### src/rtl/bcd_cnt_pkg.sv
// ============================================================================
// Module      : bcd_cnt_pkg
// Description : Shared BCD digit type, digit limits and the clamp helper.
// Revision    : 1.0 - initial release
// ============================================================================
`default_nettype none

package bcd_cnt_pkg;

  typedef logic [3:0] bcd_digit_t;

  localparam bcd_digit_t BCD_MAX = 4'd9;
  localparam bcd_digit_t BCD_MIN = 4'd0;

  function automatic bcd_digit_t bcd_clamp(input bcd_digit_t d);
    return (d > BCD_MAX) ? BCD_MAX : d;
  endfunction

endpackage

`default_nettype wire

### src/rtl/bcd_digit.sv
// ============================================================================
// Module      : bcd_digit
// Description : One BCD decade with load, step and combinational carry/borrow.
// Revision    : 1.0 - initial release
// ============================================================================
`default_nettype none

module bcd_digit
  import bcd_cnt_pkg::*;
(
  input  logic       clk,
  input  logic       rst,
  input  logic       step,
  input  logic       dir,
  input  logic       load,
  input  bcd_digit_t load_digit,
  output bcd_digit_t digit,
  output logic       carry_out
);

  bcd_digit_t digit_d;
  bcd_digit_t digit_q;

  always_comb begin
    digit_d = digit_q;
    if (load) begin
      digit_d = bcd_clamp(load_digit);
    end else if (step) begin
      if (dir) begin
        digit_d = (digit_q == BCD_MIN) ? BCD_MAX : digit_q - 4'd1;
      end else begin
        digit_d = (digit_q == BCD_MAX) ? BCD_MIN : digit_q + 4'd1;
      end
    end
  end

  always_ff @(posedge clk) begin
    if (rst) begin
      digit_q <= BCD_MIN;
    end else begin
      digit_q <= digit_d;
    end
  end

  assign digit = digit_q;
  // Carry (up) or borrow (down): this decade rolls over on the current step.
  assign carry_out = step && (dir ? (digit_q == BCD_MIN) : (digit_q == BCD_MAX));

endmodule

`default_nettype wire

### src/rtl/bcd_counter_n.sv
// ============================================================================
// Module      : bcd_counter_n
// Description : N-decade synchronous BCD counter with load, wrap/saturate and
//               optional down counting (enabled by BCD_CNT_DOWN_EN).
// Revision    : 1.0 - initial release
// ============================================================================
`default_nettype none

module bcd_counter_n
  import bcd_cnt_pkg::*;
#(
  parameter int DIGITS    = 3,
  parameter int WRAP_MODE = 1
) (
  input  logic                clk,
  input  logic                rst,
  input  logic                en,
  input  logic                load,
  input  logic [4*DIGITS-1:0] load_val,
`ifdef BCD_CNT_DOWN_EN
  input  logic                dir,
`endif
  output logic [4*DIGITS-1:0] q,
  output logic                at_limit,
  output logic                wrap,
  output logic                load_err
);

  logic              dir_w;
  logic [DIGITS-1:0] step;
  logic [DIGITS-1:0] carry;
  logic [DIGITS-1:0] at_term;
  logic              wrap_d;
  logic              wrap_q;
  logic              load_err_d;
  logic              load_err_q;

`ifdef BCD_CNT_DOWN_EN
  assign dir_w = dir;
`else
  assign dir_w = 1'b0;
`endif

  assign at_limit = &at_term;

  // Saturating builds block the first step at the terminal value.
  assign step[0] = en && !load && !((WRAP_MODE == 0) && at_limit);

  generate
    for (genvar k = 0; k < DIGITS; k++) begin : g_digit
      if (k > 0) begin : g_chain
        assign step[k] = carry[k-1];
      end

      bcd_digit u_digit (
        .clk        (clk),
        .rst        (rst),
        .step       (step[k]),
        .dir        (dir_w),
        .load       (load),
        .load_digit (load_val[4*k +: 4]),
        .digit      (q[4*k +: 4]),
        .carry_out  (carry[k])
      );

      assign at_term[k] = dir_w ? (q[4*k +: 4] == BCD_MIN) : (q[4*k +: 4] == BCD_MAX);
    end
  endgenerate

  always_comb begin
    wrap_d     = carry[DIGITS-1];
    load_err_d = 1'b0;
    for (int k = 0; k < DIGITS; k++) begin
      if (load_val[4*k +: 4] > BCD_MAX) begin
        load_err_d = load;
      end
    end
  end

  always_ff @(posedge clk) begin
    if (rst) begin
      wrap_q     <= 1'b0;
      load_err_q <= 1'b0;
    end else begin
      wrap_q     <= wrap_d;
      load_err_q <= load_err_d;
    end
  end

  assign wrap     = wrap_q;
  assign load_err = load_err_q;

endmodule

`default_nettype wire

### config.mk
export PLATFORM = sky130hd
export DESIGN_NAME = bcd_counter_n
export DESIGN_NICKNAME = d
export VERILOG_FILES = /design/src/rtl/bcd_cnt_pkg.sv /design/src/rtl/bcd_digit.sv /design/src/rtl/bcd_counter_n.sv
export SDC_FILE = /design/constraint.sdc
export NUM_CORES = 1
export LEC_CHECK = 0
export ABC_AREA = 1
export CORE_ASPECT_RATIO = 0.75
export CORE_MARGIN = 2
export CORE_UTILIZATION = 45
export DETAILED_ROUTE_END_ITERATION = 12
export GPL_TIMING_DRIVEN = 0
export PLACE_DENSITY = 0.84
export SYNTH_ARGS = -nofsm -noshare
export SYNTH_HDL_FRONTEND = slang
export SYNTH_SLANG_ARGS = --single-unit
### constraint.sdc
create_clock -name clk -period 1.6 [get_ports clk]
set_clock_uncertainty 0.15 [all_clocks]
set_input_delay 0.16 -clock clk [delete_from_list [all_inputs] [get_ports clk]]
set_output_delay 0.16 -clock clk [all_outputs]
set_load 0.005 [all_outputs]
# ---- Word-level counts from Yosys, hierarchy flattened
# Index checks and enable logic that the tools add are counted.
dict set report word_totals {
  reg_bits 14
  latch_bits 0
  ram_bits 0
  romBits 0
  input_bits 16
  wordCells 38
  mem_count 0
}
dict set report op_classes {
  add_sub_neg 3
  n_mul 0
  div 0
  magnitude_cmp 3
  eq_ne 3
  shift 0
  n_mux 15
  bitwise 0
  n_reduce_logical 9
}
# op n
set ops {}
lappend ops {{two-way mux 4 bit} 12}
lappend ops {{adder 4 x 1 -> 4 bit (second input constant)} 3}
lappend ops {{equality test 4 bit (second input constant)} 3}
lappend ops {{greater-than comparator 4 bit (second input constant)} 3}
lappend ops {{nonzero test 2 bit} 3}
lappend ops {{logical AND 1 bit} 4}
lappend ops {{two-way mux 1 bit} 3}
lappend ops {{AND reduction 3 bit} 1}
lappend ops {{logical NOT 1 bit} 1}

# ---- Logic depth before layout (Yosys ltp)
dict set report depth {
  depth_word 6
  depth_mapped 9
  ltp_nobuf 9
}

# ---- Cells and area by module
# Synthesis repeated with hierarchy kept, for this count alone.
dict set report hier_totals {
  cells_unflattened 216
  hier_area_um2 1223.7
}
# module instances cells_each area_each_um2
set by_module_without_submodules {}
lappend by_module_without_submodules {bcd_digit 3 63 360.3}
lappend by_module_without_submodules {bcd_counter_n 1 27 142.6}

# ---- Worst setup path before layout
# Ideal clock, no wire load.
dict set report synth_path {
  path_kind {register to register}
  startpoint {reg g_digit[0].u_digit.digit_q[0]}
  endpoint {reg g_digit[2].u_digit.digit_q[2]}
  setup_ps 113
  arrival_time_ps 953
  required_time_ps 1337
  setup_slack_ps 384
  path_stages_with_launch 8
  n_path_buf 0
  synth_period_minus_slack_ps 1216
  cell_sequence {dfxtp_1 > inv_2 > nor2_2 > nand3_2 > nand2_4 > nand2_4 > nor2_1 > nor2_1}
}
dict set report synth_via {
  elab_chain_len 4
}
# item line
set synth_rtl {}
lappend synth_rtl {{start, declared} bcd_digit.sv:22} ;# bcd_digit_t digit_q;
lappend synth_rtl {{start signal, assigned} bcd_digit.sv:41} ;# digit_q <= digit_d;
lappend synth_rtl {{equality test 4 bit} bcd_digit.sv:47} ;# assign carry_out = step && (dir ? (digit_q == BCD_MIN) : (digit_q == BCD_MAX));
lappend synth_rtl {{logical AND 1 bit (2 in a row)} bcd_digit.sv:47}
lappend synth_rtl {{nonzero test 2 bit (no line)} --}
lappend synth_rtl {{end signal, assigned} bcd_digit.sv:41}
lappend synth_rtl {{end, declared} bcd_digit.sv:22}
# No other way between the ends.
# A chain may end at the register's enable or synchronous reset.

# ---- Final worst setup path
dict set report layout_path {
  startpoint {reg g_digit[0].u_digit.digit_q[2]}
  endpoint {out at_limit}
}
dict set report layout_via {
  elab_chain_len 2
}
# item line
set layout_rtl {}
lappend layout_rtl {{equality test 4 bit} bcd_counter_n.sv:66} ;# assign at_term[k] = dir_w ? (q[4*k +: 4] == BCD_MIN) : (q[4*k +: 4] == BCD_MAX);
lappend layout_rtl {{AND reduction 3 bit} bcd_counter_n.sv:44} ;# assign at_limit = &at_term;
lappend layout_rtl {{end, declared} bcd_counter_n.sv:24} ;# output logic at_limit,
# No other way between the ends.

==> results.md <==
| Parameter | Value | Unit |
|:---|:---|:---|
| Outcome | finished, final reports clean | - |
| Fmax | 631.8 | MHz |
| Average instance area after synthesis | 5.754 | um^2 |
| Critical path required time | 1.29 | ns |
| Fraction of registers with async set or reset after synthesis | 0 | - |
| Number of enable-type register cells in the synthesized netlist | 0 | - |
| Wl on met1 | 1308 | um |
| Post-Place Worst Slack | -0.1543 | ns |
| Peak supply drop | 492.2 | uV |
| Count of different cell masters after synthesis | 21 | - |
| Fill cell count | 161 | - |
| Slew at the pin with the worst max-slew slack | 0.4685 | ns |
| Arrival time of the worst setup path | 1.27 | ns |
| Number of buffers inserted during clock tree synthesis | 3 | - |
| DPL Wire Length | 1940 | um |
| Power consumption | 896.3 | uW |
| Crit start category | register | - |
| Top_reg_cell synth | sky130_fd_sc_hd__dfxtp_1 | - |
| Slowest stage cell, crit path | sky130_fd_sc_hd__dfxtp_4 | - |
| Count of TritonRoute iterations in the first routing pass | 5 | - |
| Reported leakage power | 0.0006858 | uW |
| Cell area after technology mapping | 932.1 | um^2 |
| RePlAce Congestion | 0.9161 | - |
| Number of buffers between clock root and the deepest sink | 2 | - |
| Met3 WL | 213 | um |
| Post-route fraction of the period consumed by the critical path | 0.9892 | - |
| Port bufs | 29 | - |
| Clock edge transition at the registers on the reported setup and hold paths | 0.09 | ns |
| RSZ-0062 raised after global routing | yes | - |
| Routed length per instance | 13.06 | um |
| Kind of cell adding the most delay to the critical path | flip-flops | - |
| Length of routed met2 wiring | 1461 | um |
| DIE AREA | 2455 | um^2 |
| Fraction of post-synthesis cell area in the top cell type by area | 0.3007 | - |
| Fraction of layout instances using a drive strength above 1 | 0.2740 | - |
| Per-cell via count in the routed design | 5.366 | - |
| Hold Worst Slack | 0.1421 | ns |
| Area of all sequential standard cells | 312.8 | um^2 |
| Final worst slack | 0.01731 | ns |
| Number of vias in the routed layout | 1245 | - |
| Final net count | 226 | - |
| Number of antenna violations at the first check in global routing | 0 | - |
| Pin count of the biggest net entering global routing | 11 | - |
| Routed wire length | 3030 | um |
| Number of warnings issued by yosys | 0 | - |
| Relative slew slack | 0.6876 | - |
| X dimension of the die | 56.56 | um |
| Synth Net Count | 178 | - |
| DRC violation total after the first TritonRoute iteration | 61 | - |
| Post-Place Cells | 215 | - |
| Setup TNS after final layout | 0 | ns |
| Y dimension of the die | 43.42 | um |
| Most frequently used cell type in the post-synthesis netlist | sky130_fd_sc_hd__nand2_1 | - |
| Total routing usage reported by global routing | 0.2410 | - |
| Remaining number of nets flagged by the antenna check after routing | 0 | - |
| Rows | 14 | - |
| WP buf/inv | 4 | - |
| Total grt overflow | 0 | - |
| Top Metal Used | met4 | - |
| Number of global-route vias before repair | 1135 | - |
| Max Slew Vio Count | 0 | - |
| Htree depth | 1 | - |
| CTS tree | yes | - |
| Core area | 1979 | um^2 |
| Count of unresolved DRC violations after routing | 0 | - |
| Clock network latency to the later pin of the worst-skew pair | 0.28 | ns |
| CP endpoint kind | output port | - |
| Setup Viol. Count Final | 0 | - |
| Power per cell area | 607.6 | nW/um^2 |
| Sinks on Clock Net | 14 | - |
| Final count of hold timing violations | 0 | - |
| List of most frequent post-synthesis cells | sky130_fd_sc_hd__nand2_1 (40), sky130_fd_sc_hd__nor2_1 (34), sky130_fd_sc_hd__inv_1 (20) | - |
| FF+latch count, synth | 14 | - |
| Max cap viols | 0 | - |
| Type of the most critical hold path | primary input to register | - |
| Largest fanout on the critical path | 4 | - |
| Area occupied by multi-input gates | 599.3 | um^2 |
| Final Non-Filler Cells | 232 | - |
| Clk root buf | sky130_fd_sc_hd__clkbuf_4 | - |
| Initial core utilization | 0.4709 | - |
| Number of diodes | 0 | - |
| Top-level port count | 31 | - |
| Growth of design area from synthesis to finish | 58.25 | % |
| CP max stage delay | 0.37 | ns |
| Worst setup path category | register to output port | - |
| Cell taking the most area after synthesis | sky130_fd_sc_hd__dfxtp_1 | - |
| Global-route wire length before repair | 4698 | um |
| Fraction of the yosys area taken by sequential cells | 0.3007 | - |
| Main area contributors after synthesis | sky130_fd_sc_hd__dfxtp_1 (30%), sky130_fd_sc_hd__nand2_1 (16%), sky130_fd_sc_hd__nor2_1 (14%) | - |
| Minimum clock period after layout | 1.583 | ns |
| Sequence of cells on the critical path | inv_4 -> nand2_4 -> nor2_4 -> nand3_2 -> buf_6 -> inv_2 -> clkbuf_2 | - |
| Mapped Cells | 162 | - |
what timing repair did:
action	CTS	global route
pin swaps	5	4
resized for setup	27	17
hold buffers	0	0
setup endpoints to repair	2	2
buffers inserted	14	3
stage by stage:
| stage | area [um^2] | util |
|---|---|---|
| 4_1_cts | 1434 | 0.7244 |
| 6_report | 1475 | 0.7453 |
| 3_5_place_dp | 1252 | 0.6327 |
| 3_3_place_gp | 1252 | 0.6327 |
| 5_1_grt | 1475 | 0.7453 |
| 2_1_floorplan | 932.1 | - |
path summary, 6_finish.rpt:
check                                    from                     endpoint  slack, ns  depth (start not counted)
setup / recovery  g_digit[0].u_digit.digit[2]                     at_limit       0.02                          7
hold / removal                            rst  g_digit[1].u_digit.digit[3]       0.14                          2
setup reg to reg  g_digit[0].u_digit.digit[2]                         wrap       0.11                          8
hold reg to reg   g_digit[1].u_digit.digit[1]  g_digit[1].u_digit.digit[1]       0.38                          2
registers in the layout, indices dropped and copies added, names as in the netlist:
signal,flops
load_err,1
wrap,1
g_digit.u_digit.digit,12
metal layers:
metal	global-route usage	vias up
met4	0.02857	0
met2	0.4442	57
met3	0.05672	9
li1	-	604
met5	0	-
met1	0.2981	575
power by group:
part | switching, uW | internal, uW
sequential | 32.2 | 373
clock | 115 | 87.4
combinational | 146 | 143
worst register-to-register path: cells and delay by family, from the launching register on:
family / cells / cell delay, ns
AND/OR/NAND/NOR: 4 / 0.46
flip-flops: 1 / 0.37
buffers and inverters: 4 / 0.43
cell type report:
class,instances,area share
Multi-Input combinational cell,120,0.4063
Timing Repair Buffer,43,0.2697
Sequential cell,14,0.2120
Inverter,25,0.06701
Tap cell,24,0.02036
Clock buffer,3,0.01527
Buffer,3,0.009330
logic make-up (layout without fill, tap and decap cells):
logic type / Yosys count / count (layout) / share of synthesized area
AO/OA/AOI/OAI: 19 / 19 / 0.1114
AND/OR/NAND/NOR: 100 / 100 / 0.4631
flip-flops: 14 / 14 / 0.3007
buffers and inverters: 28 / 74 / 0.1154
XOR/XNOR: 1 / 1 / 0.009398
layout by cell type, fill, tap and decap left out:
master	netlist	layout
sky130_fd_sc_hd__buf_4	0	12
sky130_fd_sc_hd__o21ai_1	3	3
sky130_fd_sc_hd__clkdlybuf4s50_1	0	28
sky130_fd_sc_hd__o21ai_2	1	1
sky130_fd_sc_hd__a31oi_1	2	2
sky130_fd_sc_hd__clkbuf_2	0	1
sky130_fd_sc_hd__xor2_1	1	1
sky130_fd_sc_hd__dfxtp_4	0	7
sky130_fd_sc_hd__nor2_4	0	3
sky130_fd_sc_hd__nand2_4	2	4
sky130_fd_sc_hd__buf_6	0	2
sky130_fd_sc_hd__nand2_2	1	4
sky130_fd_sc_hd__nand2_1	40	35
sky130_fd_sc_hd__nand4_1	2	2
sky130_fd_sc_hd__nor2_2	2	2
sky130_fd_sc_hd__a21oi_1	4	4
sky130_fd_sc_hd__clkbuf_4	0	3
sky130_fd_sc_hd__nand3_2	1	2
sky130_fd_sc_hd__o31ai_1	1	1
sky130_fd_sc_hd__buf_2	2	2
sky130_fd_sc_hd__clkbuf_1	1	1
sky130_fd_sc_hd__dfxtp_2	0	5
sky130_fd_sc_hd__dfxtp_1	14	2
sky130_fd_sc_hd__nor3_2	0	1
sky130_fd_sc_hd__inv_2	5	6
sky130_fd_sc_hd__o21ai_0	8	8
sky130_fd_sc_hd__inv_4	0	2
sky130_fd_sc_hd__nor2_1	34	31
sky130_fd_sc_hd__nand3_1	17	16
sky130_fd_sc_hd__inv_1	20	17
Note: power is estimated with default switching activity, not from simulation.
